## config.mk

```make
export PLATFORM = sky130hd
export DESIGN_NAME = stepper_seq
export DESIGN_NICKNAME = d
export VERILOG_FILES = /design/src/rtl/stepper_seq.sv
export SDC_FILE = /design/constraint.sdc
export NUM_CORES = 1
export LEC_CHECK = 0
export CAP_MARGIN = 5
export CORE_MARGIN = 2
export CORE_UTILIZATION = 50
export CTS_BUF_LIST = sky130_fd_sc_hd__clkbuf_8
export DETAILED_ROUTE_END_ITERATION = 7
export PLACE_DENSITY = 0.86
export REMOVE_ABC_BUFFERS = 1
export SETUP_SLACK_MARGIN = 0.3
export SKIP_LAST_GASP = 1
export SLEW_MARGIN = 20
export SYNTH_ARGS = -nofsm -noshare
export SYNTH_HDL_FRONTEND = slang
export SYNTH_SLANG_ARGS = --single-unit
```

## constraint.sdc

```tcl
create_clock -name clk -period 3.65 [get_ports clk]
set_input_delay 0.73 -clock clk [delete_from_list [all_inputs] [get_ports clk]]
set_output_delay 0.73 -clock clk [all_outputs]
set_load 0.005 [all_outputs]
```

## src/rtl/stepper_seq.sv

```systemverilog
// stepper_seq: sequencer for a unipolar 4-coil stepper motor.
// It accepts a move command (steps, direction, drive mode, step period) and
// walks an 8-entry half-step phase table.
// The phase index p and the signed position carry over from one move to the next.
//
// Handshake: a command transfers on a rising edge where cmd_valid && cmd_ready.
// cmd_ready is high only while the sequencer is idle. The command fields must be
// stable while cmd_valid is high, and they are sampled only on the transfer edge.
module stepper_seq #(
  parameter int PER_W = 32,
  parameter int CNT_W = 16,
  parameter int POS_W = 24
) (
  input  logic             clk,
  input  logic             rst,
  input  logic             cmd_valid,
  output logic             cmd_ready,
  input  logic [CNT_W-1:0] cmd_steps,
  input  logic             cmd_dir,
  input  logic [1:0]       cmd_mode,
  input  logic [PER_W-1:0] cmd_period,
  input  logic             hold_en,
  input  logic             stop,
  output logic [3:0]       coil,
  output logic             busy,
  output logic             done,
  output logic             aborted,
  output logic [POS_W-1:0] position,
  output logic [1:0]       dbg_state
);

  typedef enum logic [1:0] {
    S_IDLE = 2'd0,
    S_RUN  = 2'd1,
    S_END  = 2'd2
  } state_t;

  localparam logic [1:0] MODE_HALF = 2'b01;
  localparam logic [1:0] MODE_WAVE = 2'b10;

  state_t           state, state_nxt;
  logic [2:0]       p;
  logic [2:0]       p_nxt;
  logic [2:0]       stride;
  logic [CNT_W-1:0] rem;
  logic [PER_W-1:0] cnt;
  logic [PER_W-1:0] per_r;
  logic             dir_r;
  logic [1:0]       mode_r;
  logic             abort_r;
  logic [POS_W-1:0] pos_r;
  logic             step_now;
  logic             end_abort;
  logic             accept;

  // Coil pattern for each phase index, as {IN4,IN3,IN2,IN1}.
  function automatic logic [3:0] phase_coil(input logic [2:0] idx);
    logic [3:0] c;
    case (idx)
      3'd0:    c = 4'b0101;
      3'd1:    c = 4'b0001;
      3'd2:    c = 4'b1001;
      3'd3:    c = 4'b1000;
      3'd4:    c = 4'b1010;
      3'd5:    c = 4'b0010;
      3'd6:    c = 4'b0110;
      default: c = 4'b0100;
    endcase
    return c;
  endfunction

  assign accept = cmd_valid && (state == S_IDLE);

  // Next phase index.
  // Full-step settles on even phases and wave settles on odd phases. A misaligned
  // start therefore takes a single 1-phase hop first.
  always_comb begin
    stride = 3'd1;
    if (mode_r == MODE_HALF) begin
      stride = 3'd1;
    end else if (mode_r == MODE_WAVE) begin
      stride = p[0] ? 3'd2 : 3'd1;
    end else begin
      stride = p[0] ? 3'd1 : 3'd2;
    end
    p_nxt = dir_r ? (p - stride) : (p + stride);
  end

  // Next-state logic. In RUN, stop takes priority over a step due on the same cycle.
  always_comb begin
    state_nxt = state;
    step_now  = 1'b0;
    end_abort = 1'b0;
    case (state)
      S_IDLE: begin
        if (cmd_valid) state_nxt = S_RUN;
      end
      S_RUN: begin
        if (stop) begin
          state_nxt = S_END;
          end_abort = 1'b1;
        end else if (rem == '0) begin
          state_nxt = S_END;
        end else if (cnt == per_r - PER_W'(1)) begin
          step_now = 1'b1;
          if (rem == CNT_W'(1)) state_nxt = S_END;
        end
      end
      S_END: begin
        state_nxt = S_IDLE;
      end
      default: begin
        state_nxt = S_IDLE;
      end
    endcase
  end

  // State register.
  always_ff @(posedge clk or negedge rst) begin
    if (!rst) state <= S_IDLE;
    else      state <= state_nxt;
  end

  // Command latch, period timer, phase and position update.
  always_ff @(posedge clk or negedge rst) begin
    if (!rst) begin
      p       <= 3'd0;
      rem     <= '0;
      cnt     <= '0;
      per_r   <= PER_W'(2);
      dir_r   <= 1'b0;
      mode_r  <= 2'b00;
      abort_r <= 1'b0;
      pos_r   <= '0;
    end else begin
      if (accept) begin
        rem     <= cmd_steps;
        dir_r   <= cmd_dir;
        mode_r  <= cmd_mode;
        per_r   <= (cmd_period < PER_W'(2)) ? PER_W'(2) : cmd_period;
        cnt     <= '0;
        abort_r <= 1'b0;
      end else if (state == S_RUN) begin
        if (state_nxt == S_END) abort_r <= end_abort;
        if (!stop && rem != '0) begin
          if (step_now) begin
            cnt   <= '0;
            p     <= p_nxt;
            rem   <= rem - CNT_W'(1);
            pos_r <= dir_r ? (pos_r - POS_W'(1)) : (pos_r + POS_W'(1));
          end else begin
            cnt <= cnt + PER_W'(1);
          end
        end
      end
    end
  end

  // Outputs.
  // The coil is also gated by the reset pin, so the drivers drop as soon as
  // reset asserts, even when holding current is requested.
  always_comb begin
    cmd_ready = (state == S_IDLE);
    busy      = (state == S_RUN) || (state == S_END);
    done      = (state == S_END);
    aborted   = (state == S_END) && abort_r;
    position  = pos_r;
    dbg_state = state;
    if (!rst || (state == S_IDLE && !hold_en)) coil = 4'b0000;
    else                                       coil = phase_coil(p);
  end

endmodule
```

Word-level counts from Yosys, hierarchy flattened. Cells that the tools add are included.

Add/sub/neg operators: 7. $lt $le $gt $ge: 1. Equal/unequal tests: 13. Muxes and demuxes: 31. Bitwise logic cells: 1. Reductions and logical operators: 21.

Operators by type and width (number): $mux W32 (5); $mux W16 (4); $add A32 B1 Y32 const B (1); $eq A32 B32 Y1 (1); $lt A32 B2 Y1 const B (1); $sub A32 B1 Y32 const B (1); $pmux W4 S7 (1); $add A24 B1 Y24 const B (1); $mux W24 (1); $sub A24 B1 Y24 const B (1); $eq A16 B1 Y1 const B (1); $logic_not A16 Y1 (1); $mux W2 (8); $reduce_bool A16 Y1 (1); $sub A16 B1 Y16 const B (1); $eq A3 B3 Y1 const B (3); $mux W1 (8); $reduce_bool A2 Y1 (4); $eq A2 B2 Y1 const B (3); $eq A3 B2 Y1 const B (2); $mux W3 (2); $eq A2 B1 Y1 const B (2); $logic_and A1 B1 Y1 (4); $mux W4 (1); other kinds (12) (16).

Register bits after elaboration: 113.

Logic depth before layout (Yosys ltp).
Depth in word-level cells: 10. Gate-level depth with buffers: 14. Gate-level depth less buffers: 11.

Worst setup path after synthesis. Ideal clock, no wire load.

Path type: register to register. Start point: register per_r[0]. End point: register pos_r[20], in the netlist position[20]. Setup time: 0.127 ns. Arrival time: 3.901 ns. Required time: 3.523 ns. Slack: -0.379 ns. Cell stages (with the launch flop): 13. Buffers on the path: 2. Path through: dfrtp_1 inv_1 ha_1 or4b_4 or4_4 nor4_4 mux2i_1 a2111o_1 or4_4 nor4_4 buf_6 buf_6 mux2_1.

Cells in the longest elaborated chain, start to end: 7.

Ends and longest elaborated chain: start: declaration (RTL line 47) `logic [PER_W-1:0] per_r;`; start signal: assignment (RTL line 140) `per_r <= (cmd_period < PER_W'(2)) ? PER_W'(2) : cmd_period;`; $sub A32 B1 Y32 (RTL line 104) `end else if (cnt == per_r - PER_W'(1)) begin`; $eq A32 B32 Y1 (RTL line 104); $mux W1 (RTL line 104); $mux W1 (RTL line 102) `end else if (rem == '0) begin`; $mux W1 (RTL line 99) `if (stop) begin`; $mux W1 (RTL line 94) `case (state)`; $reduce_and A4 Y1 (no source line); end signal: assignment (RTL line 150) `pos_r <= dir_r ? (pos_r - POS_W'(1)) : (pos_r + POS_W'(1));`; end: declaration (RTL line 51) `logic [POS_W-1:0] pos_r;`.

Every way passes these cells. A chain may end at the register's enable or synchronous reset.

==> qor.yml <==
route:
  vias: 7564
  ant_nets: 0
  drt_wl_total_mm: 22.81
  routed_via_density: 5.994
  first_pass_iters: 6
  first_iter_violations: 785
  drc: 0
  drt-wirelength-per-cell_um: 18.08
placement:
  dp_worst_setup_slack_ns: -0.4048
  port_buffers: 89
  dp.final_hpwl_mm: 14.63
  place_congestion: 0.9516
yosys:
  synth_mux_area_share_pct: 4.737
  synth_cell_types: 73
  synth_common_cells: "157 x nand2_1, 112 x dfrtp_1, 78 x nor2_1"
  ys_warn_count: 0
  netlist_top_cells_area: "dfrtp_1 36%, nand2_1 7.6%, xnor2_1 6.3%, ha_1 4.8%, xor2_1 4.1%"
  synth_fa_ha_area_share_pct: 5.350
  yosysTopAreaCell: "dfrtp_1"
  yosysTopAreaCellShare_pct: 36.09
  synthArstFlopShare_pct: 100.0
  synthXorXnorAreaFrac_pct: 10.67
  synth_compound_area_share_pct: 12.39
  synthSimpleGateAreaFrac_pct: 27.07
  syn_avg_cell_area_um2: 8.705
  seq_area_frac_synth_pct: 36.43
  yosysMostFrequentCell: "nand2_1"
  synth-seq-cells: 113
  synth_top_family_by_area: "simple AND/OR/NAND/NOR gates"
  synthFlopType: "dfrtp_1"
  syn_inst: 892
  synth_edf_count: 0
  netlist_area_um2: 7765
outcome:
  violations: "setup timing"
  status: "finished with violations"
global_route:
  grtUsageTotal_pct: 27.42
  grt_pass1_vias: 7375
  grt_first_pass_wirelength_mm: 36.02
  antenna_found_initial: 0
  grt_max_degree: 114
  grt_overflow: 0
pwr:
  power_leakage_uw: 0.004538
  p_per_area_nw_per_um2: 620.3
  vdd_drop_max_mv: 0.3481
worst_setup_path:
  critical_path_peak_fanout: 2
  crit_top_cell: "buf_4"
  critPathKind: "register to register"
  arrival_ns: 4.32
  slowest_stage: "dfrtp_1"
  endpoint_kind: "register"
  worstPathRequired_ns: 4.03
  cp-start-kind: "register"
  max_stage_delay_ns: 0.38
floorplan:
  top_level_ports: 90
  fp.dieW_um: 128.6
  rows: 45
  die_area_um2: 16540
  start_util_pct: 51.08
  design.core.area_um2: 15200
  dieHeight_um: 128.6
timing:
  timing.fmax_mhz: 254.2
  holdWs_ns: 0.3639
  tightest_slew_ns: 0.7804
  setup_viol: 78
  slew_headroom_pct: 47.79
  hold_violations: 0
  layout_setup_ws_ns: -0.2837
  slew_viol_final: 0
  timing.final.crit_period_ns: 3.934
  rsz0062_at_grt: "true"
  fin_tns_setup_ns: -13.05
  post-route-period-util_pct: 107.8
  finClkSkew_ns: 0.008687
final_layout:
  diodes: 0
  drive_gt1_share_pct: 17.32
  final_nets: 1149
  area_growth_pct: 31.79
  final_util_pct: 67.32
  fillerInstances: 1101
cts:
  clk_latency_ns: 0.47
  cts_inserted_buffers: 17
  cts_sinks: 113
  tritoncts: "yes"
  clock_path_buffers: 2
  cts_root_buffer: "clkbuf_8"
  clk_pin_slew_ns: 0.07
  htreeDepth: 4
  ctsHoldBuffers: 0
min_path:
  hold_class: "input pin to asynchronous set/reset pin"
run:
  drv.max_cap_violation_count: 0
==> worst max-delay path, delay by kind of cell, from the launching register on <==
kind,cells,cell delay [ns]
flip-flops,1,0.38
AO/OA/AOI/OAI,1,0.14
buffers and inverters,29,3.29
==> metal layers <==
metal	track usage [%]	up-vias	wire length, um
met4	11.38	0	584
met1	35.14	3637	9803
met2	45.56	339	11080
met5	0	-	0
met3	5.572	63	1342
li1	-	3525	-
==> per-stage QoR <==
| stage | total power, uW | instances | area (um^2) |
|---|---|---|---|
| 2_1_floorplan | 3519 | 856 | 7587 |
| 3_3_place_gp | 4424 | 1189 | 9185 |
| 3_5_place_dp | 4532 | 1189 | 9185 |
| 4_1_cts | 6145 | 1259 | 10080 |
| 5_1_grt | 6714 | 1262 | 10230 |
| 6_report | 6348 | 1262 | 10230 |
==> cell families (layout without fill, tap and decap cells) <==
logic type / after synthesis / after routing
AO/OA/AOI/OAI: 137 / 137
XOR/XNOR: 93 / 93
adder cells (fa/ha/maj): 32 / 32
buffers and inverters: 58 / 240
flip-flops: 113 / 113
multiplexers: 34 / 34
AND/OR/NAND/NOR: 425 / 425
==> timing repair <==
action                                  in CTS  in global routing
pin swaps                                    9                  7
setup buffers                               36                  2
endpoints found under the setup margin      78                 81
resized for setup                           28                 30
cloned                                       2                  1
==> state kept, by name (all words and copies together), names as in the netlist <==
name	cells
abort_r	1
cnt	32
dbg_state	2
dir_r	1
mode_r	2
p	3
per_r	32
position	24
rem	16
==> worst paths after layout <==
path / start / to / slack [ns] / depth (start not counted)
max: per_r[0]$_DFFE_PN0P_ / per_r[0]$_DFFE_PN0P_ / -0.28 / 30
min: rst / per_r[2]$_DFFE_PN0P_ / 0.36 / 2
max reg2reg: per_r[0]$_DFFE_PN0P_ / per_r[0]$_DFFE_PN0P_ / -0.28 / 30
min reg2reg: position[23]$_DFFE_PN0P_ / position[23]$_DFFE_PN0P_ / 0.51 / 1
max in group asynchronous: rst / rem[11]$_DFFE_PN0P_ / 2.76 / 2
min in group clk: position[23]$_DFFE_PN0P_ / position[23]$_DFFE_PN0P_ / 0.51 / 1
==> layout by cell type (no fill, tap or decap), drive strengths merged, types with 12 or more instances in the layout <==
master,instances
nand2,157
dfrtp,112
buf,97
clkdlybuf4s50,88
nor2,78
xnor2,56
xor2,36
nor3,34
ha,30
nand3,27
a21oi,27
o21ai,24
nor4,24
mux2,22
inv,22
clkbuf,20
nand4,17
o211ai,16
nor2b,13
mux2i,12
or4,12
==> area by class of cell <==
type	instances	area, um^2	share of cell area (%)
clock buffer	19	261.5	2.555
tap	188	235.2	2.299
sequential	113	2829	27.64
multi-input combinational	721	4847	47.37
timing repair buffer	186	1793	17.52
inverter	22	82.58	0.8069
clock inverter	13	185.2	1.810
==> power breakdown <==
| group | switching, uW | internal [uW] |
|---|---|---|
| Combinational | 1700 | 1490 |
| Clock | 576 | 779 |
| Sequential | 299 | 1510 |
| Total | 2580 | 3770 |
Note: power is estimated with default switching activity, not from simulation.
